`src/rtl/sign_mem_writer.sv`:
```
// Write-side controller for the sign-code memory: accepts a burst of codes over
// valid/ready and drives a registered write port starting at a programmable base.
module sign_mem_writer #(
   parameter int DATA_W = 6,
   parameter int ADDR_W = 6,
   parameter int DEPTH  = 64
) (
   input  logic              i_clk,
   input  logic              i_rst,
   input  logic              i_start,
   input  logic [ADDR_W-1:0] i_base,
   input  logic [ADDR_W:0]   i_len,
   input  logic              i_in_valid,
   input  logic [DATA_W-1:0] i_in_data,
   output logic              o_in_ready,
   output logic              o_we,
   output logic [ADDR_W-1:0] o_wadd,
   output logic [DATA_W-1:0] o_wdata,
   output logic              o_busy,
   output logic              o_done,
   output logic              o_err
);

   typedef enum logic {
      S_IDLE  = 1'b0,
      S_WRITE = 1'b1
   } state_t;

   localparam logic [ADDR_W:0]   LP_DEPTH    = DEPTH[ADDR_W:0];
   localparam logic [ADDR_W-1:0] LP_LAST_ADR = ADDR_W'(DEPTH - 1);

   state_t              r_state;
   logic [ADDR_W-1:0]   r_ptr;
   logic [ADDR_W:0]     r_cnt;
   logic [ADDR_W:0]     r_len;
   logic                r_in_ready;
   logic                r_we;
   logic [ADDR_W-1:0]   r_wadd;
   logic [DATA_W-1:0]   r_wdata;
   logic                r_busy;
   logic                r_done;
   logic                r_err;

   state_t              w_state_next;
   logic [ADDR_W-1:0]   w_ptr_next;
   logic [ADDR_W:0]     w_cnt_next;
   logic [ADDR_W:0]     w_len_next;
   logic                w_in_ready_next;
   logic                w_we_next;
   logic [ADDR_W-1:0]   w_wadd_next;
   logic [DATA_W-1:0]   w_wdata_next;
   logic                w_busy_next;
   logic                w_done_next;
   logic                w_err_next;

   logic                w_len_ok;
   logic                w_xfer;
   logic                w_last;
   logic [ADDR_W-1:0]   w_ptr_inc;

   assign w_len_ok  = (i_len != '0) && (i_len <= LP_DEPTH);
   assign w_xfer    = (r_state == S_WRITE) && r_in_ready && i_in_valid;
   assign w_last    = (r_cnt == (r_len - (ADDR_W+1)'(1)));
   assign w_ptr_inc = (r_ptr == LP_LAST_ADR) ? '0 : r_ptr + ADDR_W'(1);

   always_ff @(posedge i_clk) begin
      if (i_rst) begin
         r_state    <= S_IDLE;
         r_ptr      <= '0;
         r_cnt      <= '0;
         r_len      <= '0;
         r_in_ready <= 1'b0;
         r_we       <= 1'b0;
         r_wadd     <= '0;
         r_wdata    <= '0;
         r_busy     <= 1'b0;
         r_done     <= 1'b0;
         r_err      <= 1'b0;
      end else begin
         r_state    <= w_state_next;
         r_ptr      <= w_ptr_next;
         r_cnt      <= w_cnt_next;
         r_len      <= w_len_next;
         r_in_ready <= w_in_ready_next;
         r_we       <= w_we_next;
         r_wadd     <= w_wadd_next;
         r_wdata    <= w_wdata_next;
         r_busy     <= w_busy_next;
         r_done     <= w_done_next;
         r_err      <= w_err_next;
      end
   end

   always_comb begin
      w_state_next    = r_state;
      w_ptr_next      = r_ptr;
      w_cnt_next      = r_cnt;
      w_len_next      = r_len;
      w_in_ready_next = r_in_ready;
      w_we_next       = 1'b0;
      w_wadd_next     = r_wadd;
      w_wdata_next    = r_wdata;
      w_busy_next     = r_busy;
      w_done_next     = 1'b0;
      w_err_next      = 1'b0;

      case (r_state)
         S_IDLE: begin
            w_busy_next     = 1'b0;
            w_in_ready_next = 1'b0;
            // BUSY is still high in the DONE cycle; START waits until it drops.
            if (i_start && !r_busy) begin
               if (w_len_ok) begin
                  w_ptr_next      = i_base;
                  w_len_next      = i_len;
                  w_cnt_next      = '0;
                  w_state_next    = S_WRITE;
                  w_busy_next     = 1'b1;
                  w_in_ready_next = 1'b1;
               end else begin
                  w_err_next = 1'b1;
               end
            end
         end
         S_WRITE: begin
            w_busy_next = 1'b1;
            if (w_xfer) begin
               w_we_next    = 1'b1;
               w_wadd_next  = r_ptr;
               w_wdata_next = i_in_data;
               w_ptr_next   = w_ptr_inc;
               w_cnt_next   = r_cnt + (ADDR_W+1)'(1);
               if (w_last) begin
                  w_in_ready_next = 1'b0;
                  w_done_next     = 1'b1;
                  w_state_next    = S_IDLE;
               end
            end
         end
         default: begin
            w_state_next = S_IDLE;
         end
      endcase
   end

   assign o_in_ready = r_in_ready;
   assign o_we       = r_we;
   assign o_wadd     = r_wadd;
   assign o_wdata    = r_wdata;
   assign o_busy     = r_busy;
   assign o_done     = r_done;
   assign o_err      = r_err;

endmodule

```
`config.mk`:
```
export PLATFORM = sky130hd
export DESIGN_NAME = sign_mem_writer
export DESIGN_NICKNAME = d
export VERILOG_FILES = /design/src/rtl/sign_mem_writer.sv
export SDC_FILE = /design/constraint.sdc
export NUM_CORES = 1
export LEC_CHECK = 0
export BUFFER_PORTS_ARGS = -buffer_cell sky130_fd_sc_hd__buf_2
export CAP_MARGIN = 20
export CORE_ASPECT_RATIO = 1.4
export CORE_UTILIZATION = 58
export DETAILED_ROUTE_END_ITERATION = 8
export PLACE_DENSITY = 0.83
export SLEW_MARGIN = 20
export SYNTH_ARGS = -nofsm -noshare
export SYNTH_HDL_FRONTEND = slang
export SYNTH_SLANG_ARGS = --single-unit
```
`constraint.sdc`:
```
create_clock -name i_clk -period 4.1 [get_ports i_clk]
set_input_delay 0.41 -clock i_clk [delete_from_list [all_inputs] [get_ports i_clk]]
set_output_delay 0.41 -clock i_clk [all_outputs]
set_load 0.005 [all_outputs]
```
After elaboration in Yosys (flattened, before gate mapping) --
Index checks and enable logic that the tools add are counted.
Word-level totals: register bits 38, input bits 23, output and inout bits 17, word-level logic and storage cells 58
Cells by class: add/sub/neg operators 3, order comparisons 1, eq/ne operators 6, multiplexer cells 21, bitwise logic cells 3, reduce and logical (&&, ||, !) cells 13
Operators by type and width (number):
- 6-bit two-way mux | 4
- 7-bit two-way mux | 3
- 7-bit one-hot mux with 2 select lines | 1
- 6-bit one-hot mux with 2 select lines | 1
- 1-bit two-way mux | 9
- 7-bit by 1-bit adder with 7-bit output, second input constant | 1
- 7-bit == test | 1
- 7-bit <= comparator, second input constant | 1
- 7-bit nonzero test | 1
- 7-bit by 1-bit subtractor with 7-bit output, second input constant | 1
- 6-bit by 1-bit adder with 6-bit output, second input constant | 1
- 6-bit == test, second input constant | 1
- 1-bit one-hot mux with 2 select lines | 3
- 3-bit AND reduction | 2
- 3-bit OR reduction | 2
- 1-bit logical AND | 4
- 2-bit by 1-bit != test with 1-bit output, second input constant | 2
- 2-bit != test, second input constant | 2
- 2-bit AND reduction | 2
- 1-bit NOT | 3
- 2-bit OR reduction | 1
- 1-bit logical NOT | 1

Depth between registers and ports, before layout --
Gate-level depths: netlist (run 1).
depth in word-level cells 5, gate-level depth with buffers 8, mapped depth without buffers 7

Worst setup path after synthesis (run 1) --
OpenSTA, ideal clock, no wires.
kind in2reg, start input i_len[0], end register r_ptr[2], library setup time 0.132 ns, arrival 2.173 ns, data required time 3.968 ns, setup slack 1.794 ns, cell stages on the path 8, path buffers 3, cell sequence or4_4 > or4_4 > buf_6 > and3_2 > buf_2 > buf_6 > o21ai_0 > a21oi_1
On the way: cells in the longest elaborated chain, start to end 4, elaborated cells on any way between the ends 5, those cells by class order compare (1); eq/ne (1); reduce/logical (3)
RTL lines:
- from (decl) | RTL line 12 | input logic [ADDR_W:0] i_len,
- 7-bit <= comparator / 7-bit nonzero test (equally long branches) | RTL line 61 | assign w_len_ok = (i_len != '0) && (i_len <= LP_DEPTH);
- 1-bit logical AND * | RTL line 61
- 2-bit != test (no line) *
- 3-bit AND reduction (no line) *
- to (signal assigned) | RTL line 81 | r_ptr <= w_ptr_next;
- to (decl) | RTL line 33 | logic [ADDR_W-1:0] r_ptr;
Every way passes the cells marked *; elsewhere a longest branch is shown, timed or not. A chain may end at the register's enable or synchronous reset.

Worst setup path in the final report (run 1) --
start register r_len[0], end register r_in_ready, in the netlist o_in_ready
On the way: cells in the longest elaborated chain, start to end 4
RTL lines:
- from (decl) | RTL line 35 | logic [ADDR_W:0] r_len;
- from (signal assigned) | RTL line 83 | r_len <= w_len_next;
- 7-bit by 1-bit subtractor with 7-bit output | RTL line 63 | assign w_last = (r_cnt == (r_len - (ADDR_W+1)'(1)));
- 7-bit == test | RTL line 63
- 2-bit by 1-bit != test with 1-bit output (no line)
- 2-bit AND reduction (no line)
- to (signal assigned) | RTL line 84 | r_in_ready <= w_in_ready_next;
- to (decl) | RTL line 36 | logic r_in_ready;
Every way passes these cells.

==> results of run 1 <==
## area by class of cell
cell class / instances / area share
clock buffers: 7 / 0.0353
clock inverters: 1 / 0.0139
well taps: 39 / 0.0226
inverters: 5 / 0.00868
repair buffers: 40 / 0.0937
flip-flops and latches: 38 / 0.352
multi-input cells: 168 / 0.474
## final timing paths
| kind | slack, ns | depth (start not counted) | from | end |
|---|---|---|---|---|
| setup / recovery | 1.79 | 6 | r_len[0] | o_in_ready |
| hold reg to reg | 0.45 | 2 | o_wdata[2] | o_wdata[2] |
| setup reg to reg | 1.79 | 6 | r_len[0] | o_in_ready |
| hold / removal | 0.35 | 3 | i_in_data[2] | o_wdata[2] |
## cells in the final DEF (no fill, tap or decap), types with 3 or more instances in the layout
cell	Yosys	final
nand2_1	40	40
nor2b_1	3	3
o211ai_1	3	3
a31oi_1	3	3
mux2i_1	4	4
nor2_1	14	14
a21boi_1	4	4
or3_1	5	5
nor3_1	10	10
buf_2	2	39
xnor2_1	5	5
ha_1	3	3
a21oi_1	20	20
dfxtp_1	38	38
inv_1	5	5
nand3_1	11	11
clkbuf_8	0	5
o21ai_0	11	11
## critical path: stages (launching register included)
cell     delay [ns]
dfxtp_1        0.38
inv_1          0.09
ha_1           0.30
or4b_2         0.61
a211o_1        0.31
a31oi_1        0.38
nor4_1         0.10
## synth_stat cells (all sizes together), types with 3 or more instances
master | n | area [um2]
a21boi | 5 | 37.5
ha | 3 | 37.5
nor2 | 14 | 52.6
nor2b | 3 | 18.8
o211ai | 3 | 22.5
o21ai | 11 | 55.1
inv | 5 | 18.8
a31oi | 5 | 61.3
mux2i | 4 | 40.0
xnor2 | 5 | 43.8
nor3 | 10 | 50.1
or3 | 5 | 31.3
clkbuf | 8 | 30.0
buf | 7 | 43.8
nand3 | 11 | 55.1
nand2 | 40 | 150
a21oi | 20 | 100
dfxtp | 38 | 761
## layer usage
metal,vias to the layer above,routed length (um),track usage
met5,-,0,0
met4,0,123,0.143
met3,9,128,0.0592
met2,36,2070,0.431
met1,786,1650,0.291
li1,860,-,-
## flip-flops by register name, summed over array words and instances, names as in the netlist
register    flops
o_wdata         6
r_len           7
o_in_ready      1
o_done          1
o_wadd          6
r_state         1
o_err           1
r_ptr           6
o_busy          1
r_cnt           7
o_we            1
## power breakdown
group	switching, mW	total [mW]	internal (mW)
clock network	0.129	0.311	0.182
logic	0.0413	0.0782	0.0369
registers	0.0135	0.392	0.378
total	0.184	0.781	0.597
## cell families after synthesis
| kind of cell | share of synthesized area |
|---|---|
| simple gates | 0.259 |
| compound gates | 0.195 |
| flops | 0.405 |
| buf+inv | 0.0493 |
| xor+xnor | 0.0446 |
| mux | 0.0273 |
| fa+ha+maj | 0.0200 |
==> metrics.yaml, run 1 <==
finalCritPeriodShare: 0.564
rsz0062_at_grt: "false"
synth_cell_types: 46
avgRoutedWirePerCell_um: 13.3
viasPerCell: 5.67
std_cell_rows: 24
pre_cts_slack_ns: 1.67
placed_area_um2: 2060
setup_tns_ns: 0
worst_slack_ns: 1.79
setup_violations: 0
die-area_um2: 3470
syn2layout_area_growth_pct: 15.1
gp_congestion: 0.757
crit_type: "register to register"
synth_edf_count: 0
cts_tree: "yes"
cts_resized: 0
grt_pass1_wl_mm: 6.85
p_leak_nw: 0.821
first_pass_iters: 4
end_kind: "register"
fmax_ghz: 0.432
p_per_area_nw_per_um2: 361
grt.total_usage: 0.257
dp.cells: 290
layout-drive-gt1-share: 0.216
die-height_um: 69.3
startpoint_type: "register"
syn_nets: 252
fin_crit_ns: 2.31
route.antenna.remaining_nets: 0
pin_count: 40
arrival_ns: 2.46
clk_latency_ns: 0.29
drv_cap: 0
nets: 284
hpwl_mm: 2.83
vias: 1691
cts_max_path_buffers: 2
fin_area_um2: 2160
cts.sinks: 38
crit_required_ns: 4.25
start_util: 0.607
drt-total-wl_mm: 3.97
grt_pass1_vias: 1525
hold_slack_ns: 0.349
drv_slew: 0
die_x_um: 50.1
cts_hold_buffers: 0
slew_headroom: 0.554
grt_overflow: 0
synth_area_per_cell_um2: 8.31
path_max_fanout: 7
antennaDiodeCount: 0
synth_warnings: 0
cts_setup_buffers: 0
skew_ns: 0.00397
finalHoldViolations: 0
n_fill_cell: 245
cts.reportedPaths.clkPinSlew_ns: 0.07
synth-async-reset-ratio: 0
regArea_um2: 761
syn_inst: 226
ir_drop_mv: 0.231
tightest_slew_ns: 0.669
htreeDepth: 2
coreArea_um2: 3090
syn_area_um2: 1880
antenna_found_initial: 0
hold_class: "primary input to register"
route.detailed.drc: 0
first_iter_violations: 57
layout.cells.non_filler: 298
status: "complete, no violations"
post-route-util: 0.699
clockRootBuffer: "clkbuf_8"
grt_max_degree: 35
total_power_uw: 781
numCtsBuffers: 5
ys_seq_area_frac: 0.405
synth_flop_cell: "dfxtp_1"
synth_seq_cells: 38
multi_input_area_um2: 1020
port_buffers: 39
Power figures use the tool's default switching activity.
==> inputs of run 2 (changes only) <==
--- a/config.mk
+++ b/config.mk
@@ -8,9 +8,9 @@
 export BUFFER_PORTS_ARGS = -buffer_cell sky130_fd_sc_hd__buf_2
 export CAP_MARGIN = 20
 export CORE_ASPECT_RATIO = 1.4
-export CORE_UTILIZATION = 58
+export CORE_UTILIZATION = 54
 export DETAILED_ROUTE_END_ITERATION = 8
-export PLACE_DENSITY = 0.83
+export PLACE_DENSITY = 0.78
 export SLEW_MARGIN = 20
 export SYNTH_ARGS = -nofsm -noshare
 export SYNTH_HDL_FRONTEND = slang
==> constraint.sdc (replaced) <==
create_clock -name i_clk -period 2.4 [get_ports i_clk]
set_input_delay 0.24 -clock i_clk [delete_from_list [all_inputs] [get_ports i_clk]]
set_output_delay 0.24 -clock i_clk [all_outputs]
set_load 0.005 [all_outputs]
==> metrics.yaml, run 2 (synthesized netlist as in run 1, its figures left out) <==
status: "complete, no violations"
internal_power_uw: 944
use_met2: 0.413
cts_setup_buffers: 0
hold_class: "primary input to register"
fmax_ghz: 0.467
vias: 1722
syn2layout_area_growth_pct: 15.6
total_power_mw: 1.26
clk_latency_ns: 0.29
busiest_layer: "met2"
cts_resized: 0
crit_required_ns: 2.63
die_x_um: 51.8
reg_top3: "r_cnt x7, r_len x7"
cts_tree: "yes"
met1_usage: 0.274
die-area_um2: 3720
grt_pass1_wl_mm: 6.67
cts_hold_buffers: 0
port_buffers: 39
drt-total-wl_mm: 4.02
cts.sinks: 38
slew_headroom: 0.571
final_common_cell: "nand2_1"
crit_type: "register to register"
p_switching_uw: 316
setup_violations: 0
setup_tns_ns: 0
coreArea_um2: 3350
finalCritPeriodShare: 0.892
grt_pass1_vias: 1563
viasPerCell: 5.70
skew_ns: 0.00428
grt.total_usage: 0.239
r2r_setup_slack_ns: 0.26
clockRootBuffer: "clkbuf_8"
startpoint_type: "register"
path_max_fanout: 6
ir_drop_mv: 0.540
hpwl_mm: 2.80
post-route-util: 0.649
combPwrFrac: 0.108
cts_max_path_buffers: 2
p_per_area_nw_per_um2: 580
p_leak_nw: 0.832
first_pass_iters: 4
antennaDiodeCount: 0
cts.reportedPaths.clkPinSlew_ns: 0.07
fin_crit_ns: 2.14
nets: 287
drv_slew: 0
arrival_ns: 2.37
std_cell_rows: 25
avgRoutedWirePerCell_um: 13.3
met3_usage: 0.0382
end_kind: "register"
power_frac_clock: 0.361
route.detailed.drc: 0
grt_max_degree: 35
die-height_um: 71.8
layout-drive-gt1-share: 0.229
tightest_slew_ns: 0.643
rsz0062_at_grt: "false"
htreeDepth: 2
numCtsBuffers: 5
seqPwrFrac: 0.531
start_util: 0.561
grt_overflow: 0
layout.cells.non_filler: 302
finalHoldViolations: 0
route.antenna.remaining_nets: 0
swShare: 0.251
drv_cap: 0
dp.cells: 294
gp_congestion: 0.818
final_cell_mix: "40 x nand2_1, 39 x buf_2, 38 x dfxtp_1, 20 x a21oi_1, 14 x nor2_1"
antenna_found_initial: 0
first_iter_violations: 63
pin_count: 40
run 2: cell count changes in the layout (fill, tap and decap cells not counted):
cell	previous run	this run
buf_4	1	4
clkinv_2	0	1
clkbuf_1	2	1
bufinv_16	1	0
clkbuf_8	5	6
run 2: layout make-up:
| type | count | area, um2 |
|---|---|---|
| Sequential cell | 38 | 761 |
| Timing Repair Buffer | 43 | 225 |
| Fill cell | 319 | 1180 |
| Tap cell | 40 | 50.0 |
| Inverter | 5 | 18.8 |
| Clock inverter | 1 | 5.00 |
| Multi-Input combinational cell | 168 | 1020 |
| Clock buffer | 7 | 86.3 |
run 2: metal layers:
layer	part of all wire	routed length (um)
met1	0.43	1730
met2	0.51	2040
met3	0.032	130
met4	0.027	109
met5	0	0
run 2: worst paths after layout:
check | start | endpoint | cells after the start
setup / recovery | r_len[0] | o_done | 5
hold / removal | i_in_data[3] | o_wdata[3] | 3
setup reg to reg | r_len[0] | o_done | 5
hold reg to reg | o_wadd[5] | o_wadd[5] | 2
run 2: power by group through the flow:
stage,registers [mW],clock network (mW),logic (mW)
global placement,0.683,0,0.134
floorplan,0.675,0,0.100
detailed placement,0.683,0,0.135
global route,0.672,0.480,0.152
finish,0.669,0.455,0.136
CTS,0.669,0.466,0.136
run 2: critical path: stages (launching register included):
cell,delay [ns]
dfxtp_1,0.45
nor2_1,0.12
or4b_2,0.64
a211o_1,0.31
a31oi_1,0.38
nor2b_1,0.18
run 2: stage by stage:
stage               hold slack [ns]  instance area, um2  worst slack (ns)
floorplan                     0.376                1880             0.264
global placement              0.439                2080             0.152
detailed placement            0.444                2080             0.132
CTS                           0.177                2170             0.257
global route                  0.184                2170             0.131
finish                        0.182                2170             0.259
==> inputs of run 3 (changes only) <==
--- a/config.mk
+++ b/config.mk
@@ -7,10 +7,12 @@
 export LEC_CHECK = 0
 export BUFFER_PORTS_ARGS = -buffer_cell sky130_fd_sc_hd__buf_2
 export CAP_MARGIN = 20
+export CELL_PAD_IN_SITES_DETAIL_PLACEMENT = 0
+export CELL_PAD_IN_SITES_GLOBAL_PLACEMENT = 1
 export CORE_ASPECT_RATIO = 1.4
-export CORE_UTILIZATION = 54
+export CORE_UTILIZATION = 39
 export DETAILED_ROUTE_END_ITERATION = 8
-export PLACE_DENSITY = 0.78
+export PLACE_DENSITY = 0.77
 export SLEW_MARGIN = 20
 export SYNTH_ARGS = -nofsm -noshare
 export SYNTH_HDL_FRONTEND = slang
==> metrics.yaml, run 3 (synthesized netlist as in run 1, its figures left out) <==
hold_class: "primary input to register"
pre_cts_slack_ns: 0.112
met1_usage: 0.226
nets: 289
drv_slew: 0
route.detailed.drc: 0
layout-drive-gt1-share: 0.239
hpwl_mm: 3.14
cts.sinks: 38
grt_overflow: 0
reg2reg_to: "o_in_ready"
route.antenna.remaining_nets: 0
setup_violations: 0
cts.reportedPaths.clkPinSlew_ns: 0.08
p_leak_nw: 0.865
pin_count: 40
first_iter_violations: 54
final_common_cell: "nand2_1"
final_cell_mix: "40 x nand2_1, 39 x buf_2, 38 x dfxtp_1, 20 x a21oi_1, 14 x nor2_1"
holdPathEnd: "o_wdata[2]"
port_buffers: 39
die-area_um2: 5100
fmax_ghz: 0.491
vias: 1728
drt-total-wl_mm: 4.40
p_per_area_nw_per_um2: 656
clk_latency_ns: 0.29
antennaDiodeCount: 0
avgRoutedWirePerCell_um: 13.5
rsz0062_at_grt: "false"
die-height_um: 84.1
cts_max_path_buffers: 2
post-route-util: 0.495
hold_slack_ns: 0.181
viasPerCell: 5.30
die_x_um: 60.7
fin_crit_ns: 2.04
grt.total_usage: 0.191
crit_path_cell_trace: "nor2_1 -> or4b_2 -> a211o_1 -> a31oi_1 -> buf_4 -> nor4_1"
layout.cells.non_filler: 326
numCtsBuffers: 5
std_cell_rows: 29
clockRootBuffer: "clkbuf_8"
start_util: 0.411
met3_usage: 0.0341
gp_congestion: 0.766
hold-path-cell-count: 3
worst_slack_ns: 0.362
htreeDepth: 2
syn2layout_area_growth_pct: 20.6
crit_type: "register to register"
n_fill_cell: 497
r2r_setup_slack_ns: 0.36
grt_max_degree: 35
crit_required_ns: 2.55
hp-start: "i_in_data[2]"
max_stage_delay_ns: 0.65
ir_drop_mv: 0.445
crit_path_top_delay_cell: "or4b_2"
use_met2: 0.322
dp.cells: 318
cts_setup_buffers: 0
cts_hold_buffers: 0
r2r_start: "r_len[0]"
setup_tns_ns: 0
cts_resized: 0
path_max_fanout: 6
end_kind: "register"
cts_tree: "yes"
reg2regPathDepth: 6
busiest_layer: "met2"
coreArea_um2: 4570
grt_pass1_vias: 1650
startpoint_type: "register"
finalHoldViolations: 0
arrival_ns: 2.19
tightest_slew_ns: 0.669
drv_cap: 0
grt_pass1_wl_mm: 7.36
reg_top3: "r_cnt x7, r_len x7"
first_pass_iters: 4
status: "complete, no violations"
finalCritPeriodShare: 0.849
skew_ns: 0.00514
antenna_found_initial: 0
slew_headroom: 0.554
run 3: cell types whose count changed in the layout (fill, tap and decap cells not counted), sizes merged:
| cell | delta |
|---|---|
| bufinv | +2 |
| buf | +2 |
| clkinv | -1 |
| clkbuf | -1 |
run 3: where the power goes:
part	internal (mW)	total [mW]	switching [mW]	leakage [nW]
Clock	0.443	0.678	0.234	0.0714
Sequential	0.646	0.669	0.0229	0.308
Combinational	0.0672	0.140	0.0730	0.486
Total	1.16	1.49	0.330	0.865
run 3: how the worst max path moves through the flow:
stage,start,to,slack (ns)
floorplan,i_len[0],r_ptr[2],0.26
global placement,i_len[0],r_ptr[0],0.14
detailed placement,i_len[0],r_ptr[0],0.11
CTS,r_len[0],o_in_ready,0.37
global route,r_len[0],o_done,0.23
finish,r_len[0],o_in_ready,0.36
run 3: per-layer routing:
layer,wire [um],up-vias
met5,0,-
met4,125,0
met3,170,9
met2,2260,44
met1,1840,808
li1,-,867
run 3: worst max-delay path: cells and delay by family (launching register included):
family	cells	cell delay (ns)
AOI/OAI and AO/OA	2	0.47
buffers and inverters	1	0.16
DFF	1	0.45
and+or+nand+nor	3	0.82
run 3: stage by stage:
| step | area (um2) | total power [mW] |
|---|---|---|
| after floorplan | 1880 | 0.775 |
| after CTS | 2260 | 1.50 |
| after global placement | 2120 | 0.823 |
| final | 2260 | 1.49 |
| after detailed placement | 2120 | 0.824 |
| after global routing | 2260 | 1.54 |
run 3: cell type report:
class                      instances  area [um2]  share of cell area
multi-input combinational        168        1020               0.452
sequential                        38         761               0.336
timing repair buffer              45         240               0.106
clock buffer                       6        82.6              0.0365
tap                               62        77.6              0.0343
clock inverter                     2        60.1              0.0265
inverter                           5        18.8             0.00829
